$ cat src/rtl/stack_judge.sv
// Placement judge: ANDs the dropped row with the surviving row below. Result pulse two cycles
// after the press edge, then idle on the third. Presses arriving while busy are dropped, not queued.
module stack_judge #(
  parameter int COLS       = 8,
  parameter int LEVELS     = 15,
  parameter int INIT_WIDTH = 3
) (
  input  logic            clk,
  input  logic            resetn,
  input  logic            place,
  input  logic [COLS-1:0] row_mask,
  output logic            next_signal,
  output logic            fail,
  output logic            win,
  output logic [3:0]      level,
  output logic [COLS-1:0] base_mask,
  output logic [3:0]      width,
  output logic            busy
);

  typedef enum logic [1:0] {IDLE, EVAL, REPORT} state_t;

  localparam logic [3:0] LAST_LEVEL = 4'(LEVELS);
  localparam logic [3:0] INIT_W     = 4'(INIT_WIDTH);

  function automatic logic [3:0] popcount(input logic [COLS-1:0] v);
    logic [3:0] n;
    n = '0;
    for (int i = 0; i < COLS; i++) n = n + {3'b000, v[i]};
    return n;
  endfunction

  state_t          state;
  logic            place_q;
  logic [COLS-1:0] cap;
  logic [COLS-1:0] ovl;
  logic [COLS-1:0] hit;
  logic [3:0]      cnt;

  assign hit = cap & base_mask;

  always_ff @(posedge clk) begin
    if (!resetn) begin
      state       <= IDLE;
      place_q     <= 1'b0;
      cap         <= '0;
      ovl         <= '0;
      cnt         <= '0;
      next_signal <= 1'b0;
      fail        <= 1'b0;
      win         <= 1'b0;
      level       <= 4'd1;
      base_mask   <= '1;
      width       <= INIT_W;
      busy        <= 1'b0;
    end else begin
      place_q     <= place;
      next_signal <= 1'b0;
      fail        <= 1'b0;
      win         <= 1'b0;
      unique case (state)
        IDLE: begin
          if (place && !place_q) begin
            cap   <= row_mask;
            busy  <= 1'b1;
            state <= EVAL;
          end
        end
        EVAL: begin
          // Pulses are registered here so they are visible for the whole REPORT cycle.
          ovl         <= hit;
          cnt         <= popcount(hit);
          fail        <= (hit == '0);
          next_signal <= (hit != '0);
          win         <= (hit != '0) && (level == LAST_LEVEL);
          state       <= REPORT;
        end
        REPORT: begin
          busy  <= 1'b0;
          state <= IDLE;
          if (ovl == '0 || level == LAST_LEVEL) begin
            level     <= 4'd1;
            base_mask <= '1;
            width     <= INIT_W;
          end else begin
            level     <= level + 4'd1;
            base_mask <= ovl;
            width     <= cnt;
          end
        end
        default: state <= IDLE;
      endcase
    end
  end

endmodule

$ cat config.mk
export PLATFORM = sky130hd
export DESIGN_NAME = stack_judge
export DESIGN_NICKNAME = d
export VERILOG_FILES = /design/src/rtl/stack_judge.sv
export SDC_FILE = /design/constraint.sdc
export NUM_CORES = 1
export LEC_CHECK = 0
export CAP_MARGIN = 5
export CORE_MARGIN = 2
export CORE_UTILIZATION = 25
export CTS_BUF_LIST = sky130_fd_sc_hd__clkbuf_4 sky130_fd_sc_hd__clkbuf_8 sky130_fd_sc_hd__clkbuf_16
export CTS_CLUSTER_SIZE = 40
export DETAILED_ROUTE_END_ITERATION = 10
export PLACE_DENSITY = 0.48
export SYNTH_ARGS = -nofsm -noshare
export SYNTH_HDL_FRONTEND = slang
export SYNTH_SLANG_ARGS = --single-unit
$ cat constraint.sdc
create_clock -name clk -period 3.2 [get_ports clk]
set_input_delay 0.64 -clock clk [delete_from_list [all_inputs] [get_ports clk]]
set_output_delay 0.64 -clock clk [all_outputs]
set_load 0.05 [all_outputs]
==> impl_metrics.json <==
{
  "antenna_found_initial": 0,
  "first_iter_violations": 53,
  "syn_area_per_cell_um2": 8.65,
  "critPathBufInv": 2,
  "core_um2": 7140,
  "grt_pass1_wl_mm": 6.83,
  "yosys-top-cells-area": "dfxtp_1 47%, nand2_1 13%, and2_1 4.5%, fa_1 4.4%, a21boi_0 4.1%",
  "synthFlopType": "dfxtp_1",
  "rsz0062_at_grt": "no",
  "die_y_um": 89.2,
  "drc_errors": 0,
  "critPathArrivalTime_ns": 3.21,
  "dr.pass1.iters": 4,
  "htree_num_levels": 2,
  "worst_slew_pin_slew_ns": 0.746,
  "p_int_mw": 0.825,
  "overflow": 0,
  "fin_skew_ns": 0.00357,
  "combPwrFrac_pct": 14.4,
  "slowest_stage": "fa_1",
  "grt_usage_pct": 11.4,
  "swShare_pct": 25.9,
  "setup_slack_ns": 0.218,
  "p_per_area_nw_per_um2": 478,
  "slowest_delay_ns": 0.50,
  "area_delta_synth_final_pct": 28.2,
  "io_pins": 31,
  "die_area_um2": 7960,
  "fin_setup_tns_ns": 0,
  "path_clk_slew_ns": 0.08,
  "hold_viol_final": 0,
  "netlist_area_um2": 1820,
  "synth_top_area_share_pct": 47.4,
  "syn_inst": 210,
  "detail-route-antenna-nets": 0,
  "grt_start_max_net_pins": 28,
  "hold_path_depth": 2,
  "worstPathCellList": "nand2_2, fa_1, fa_1, inv_1, fa_1, ha_1, inv_1, fa_1, xnor2_1, nand2_1, a21boi_1",
  "worstPathMaxFanout": 3,
  "ir_drop_mv": 0.155,
  "n_antenna_cell": 0,
  "status": "complete, no violations",
  "holdBufCountCts": 0,
  "slew_headroom_pct": 50.3,
  "cts.sinks": 43,
  "endpoint_kind": "flop",
  "synth-warning-count": 0,
  "wl_met1_mm": 2.01,
  "min_to": "width[2]",
  "rows": 31,
  "p_seq_share_pct": 51.0,
  "yosys.area.top_type": "dfxtp_1",
  "synth-edff-count": 0,
  "multi_input_area_um2": 887,
  "grt_pass1_vias": 1390,
  "viasPerCell": 4.14,
  "startpoint": "cap[1]",
  "yosys.cell_types.count": 31,
  "synthesis.nets": 230,
  "cp.required_ns": 3.43,
  "max_freq_mhz": 335,
  "root_buffer": "clkbuf_8",
  "critical_path_class": "flop to flop",
  "synth.most_common_cell": "nand2_1",
  "numCtsBuffers": 5,
  "place_hpwl_mm": 2.94,
  "cts_tree": "built",
  "final-max-slew-violation-count": 0,
  "wl_per_cell_um": 12.1,
  "r2r_cells": 11,
  "dpl_worst_slack_ns": 0.197,
  "synth_commonest_cells": "61 x nand2_1, 43 x dfxtp_1, 13 x and2_1",
  "synth-async-reset-ratio_pct": 0,
  "top_layer": "met4",
  "synth-seq-cells": 43,
  "crit_top_cell": "fa_1",
  "fin_crit_sh_pct": 93.2,
  "met2_length_mm": 1.85,
  "clkLatencyLatePin_ns": 0.29,
  "start_util_pct": 25.5,
  "ys_seq_area_share_pct": 47.4,
  "leakage_nw": 0.911,
  "max_cap_viol_count": 0,
  "crit_path_start_kind": "flop",
  "min_period_ns": 2.98,
  "switchingPower_mw": 0.288,
  "via_count": 1403,
  "nNetsFinal": 259,
  "io_buffers": 30,
  "hold_start": "width[2]",
  "timing.hold.ws_ns": 0.455,
  "clk_path_buf_depth": 2,
  "place_congestion": 0.751,
  "worst-r2r-setup-slack_ns": 0.22,
  "setup_violations": 0,
  "cpLargestDelayFamily": "adder cells",
  "layout-drive-gt1-share_pct": 6.67,
  "die_w_um": 89.2,
  "hold_path_class": "flop to flop",
  "dr_wl_met3_um": 157,
  "nFillCells": 782,
  "rr_endpoint": "cnt[2]",
  "r2r-start": "cap[1]",
  "routed_wl_mm": 4.09,
  "register_area_um2": 865,
  "clockPowerShare_pct": 34.6
}
power groups by stage:
| stage | combinational [mW] | clock, mW | sequential, mW |
|---|---|---|---|
| 2_1_floorplan | 0.0810 | 0 | 0.605 |
| 3_3_place_gp | 0.162 | 0 | 0.580 |
| 3_5_place_dp | 0.163 | 0 | 0.581 |
| 4_1_cts | 0.164 | 0.401 | 0.568 |
| 5_1_grt | 0.179 | 0.428 | 0.572 |
| 6_report | 0.160 | 0.385 | 0.568 |
sequential cells by signal (all words and copies together), names as in the netlist, 2 cells and up:
| register | cells |
|---|---|
| ovl | 8 |
| cap | 8 |
| width | 4 |
| level | 4 |
| state | 2 |
| cnt | 4 |
| base_mask | 8 |
how the worst max path moves through the flow:
stage,end,depth (start not counted)
final,cnt[2],11
after global routing,cnt[2],11
after CTS,cnt[2],11
after detailed placement,cnt[2],11
after global placement,cnt[2],11
after floorplan,cnt[2],11
routing by layer:
metal	global-route usage, %	vias up
met5	0	-
met4	4.88	0
met3	2.68	5
met2	18.1	25
met1	14.7	628
li1	-	745
what timing repair did:
| item | in CTS | in global routing |
|---|---|---|
| resized for setup | 0 | 2 |
| buffers inserted | 0 | 0 |
| hold endpoints to repair | 0 | 0 |
| setup endpoints to repair | 0 | 1 |
per-stage QoR:
step           instance area [µm²]  std cells  util [%]  power [mW]
6_report                      2330        339      32.6        1.11
5_1_grt                       2330        339      32.6        1.18
3_5_place_dp                  2220        331      31.1       0.744
4_1_cts                       2330        339      32.6        1.13
2_1_floorplan                 1820        210         -       0.686
3_3_place_gp                  2220        331      31.1       0.742
placed cells by master, fill, tap and decap left out, types with 2 or more instances in the layout:
cell type and instances:
a21boi_1 3, nor4_1 2, a21oi_1 6, clkdlybuf4s50_1 30, dfxtp_1 40, fa_1 4, nor2b_1 5, a21boi_0 9
nand2_1 60, clkbuf_8 7, nand3_1 12, buf_4 3, and2_1 13, dfxtp_2 3, or4b_1 2, o21ai_0 7
nor2_1 2, nand2b_1 2, mux2i_1 3, inv_1 7, and3_1 2, ha_1 5
worst register-to-register path: stages (launching register included):
cell,delay (ns)
dfxtp_1,0.35
nand2_2,0.09
fa_1,0.50
fa_1,0.50
inv_1,0.05
fa_1,0.49
ha_1,0.16
inv_1,0.06
fa_1,0.37
xnor2_1,0.16
nand2_1,0.07
a21boi_1,0.14
cells by family (layout without fill, tap and decap cells):
| logic type | count (synthesis) | count (layout) | synth area share, % |
|---|---|---|---|
| flip-flops | 43 | 43 | 47.4 |
| AO/OA/AOI/OAI | 30 | 30 | 10.7 |
| multiplexers | 3 | 3 | 1.65 |
| adder cells (fa/ha/maj) | 9 | 9 | 7.85 |
| XOR/XNOR | 2 | 2 | 0.964 |
| buffers and inverters | 18 | 48 | 3.93 |
| AND/OR/NAND/NOR | 105 | 105 | 27.5 |
final cells by class:
type | count | area share, %
multi-input cells | 149 | 38.1
flip-flops and latches | 43 | 37.1
repair buffers | 33 | 13.9
well taps | 99 | 5.32
clock buffers | 8 | 4.46
inverters | 7 | 1.13
Note: power is estimated with default switching activity, not from simulation.
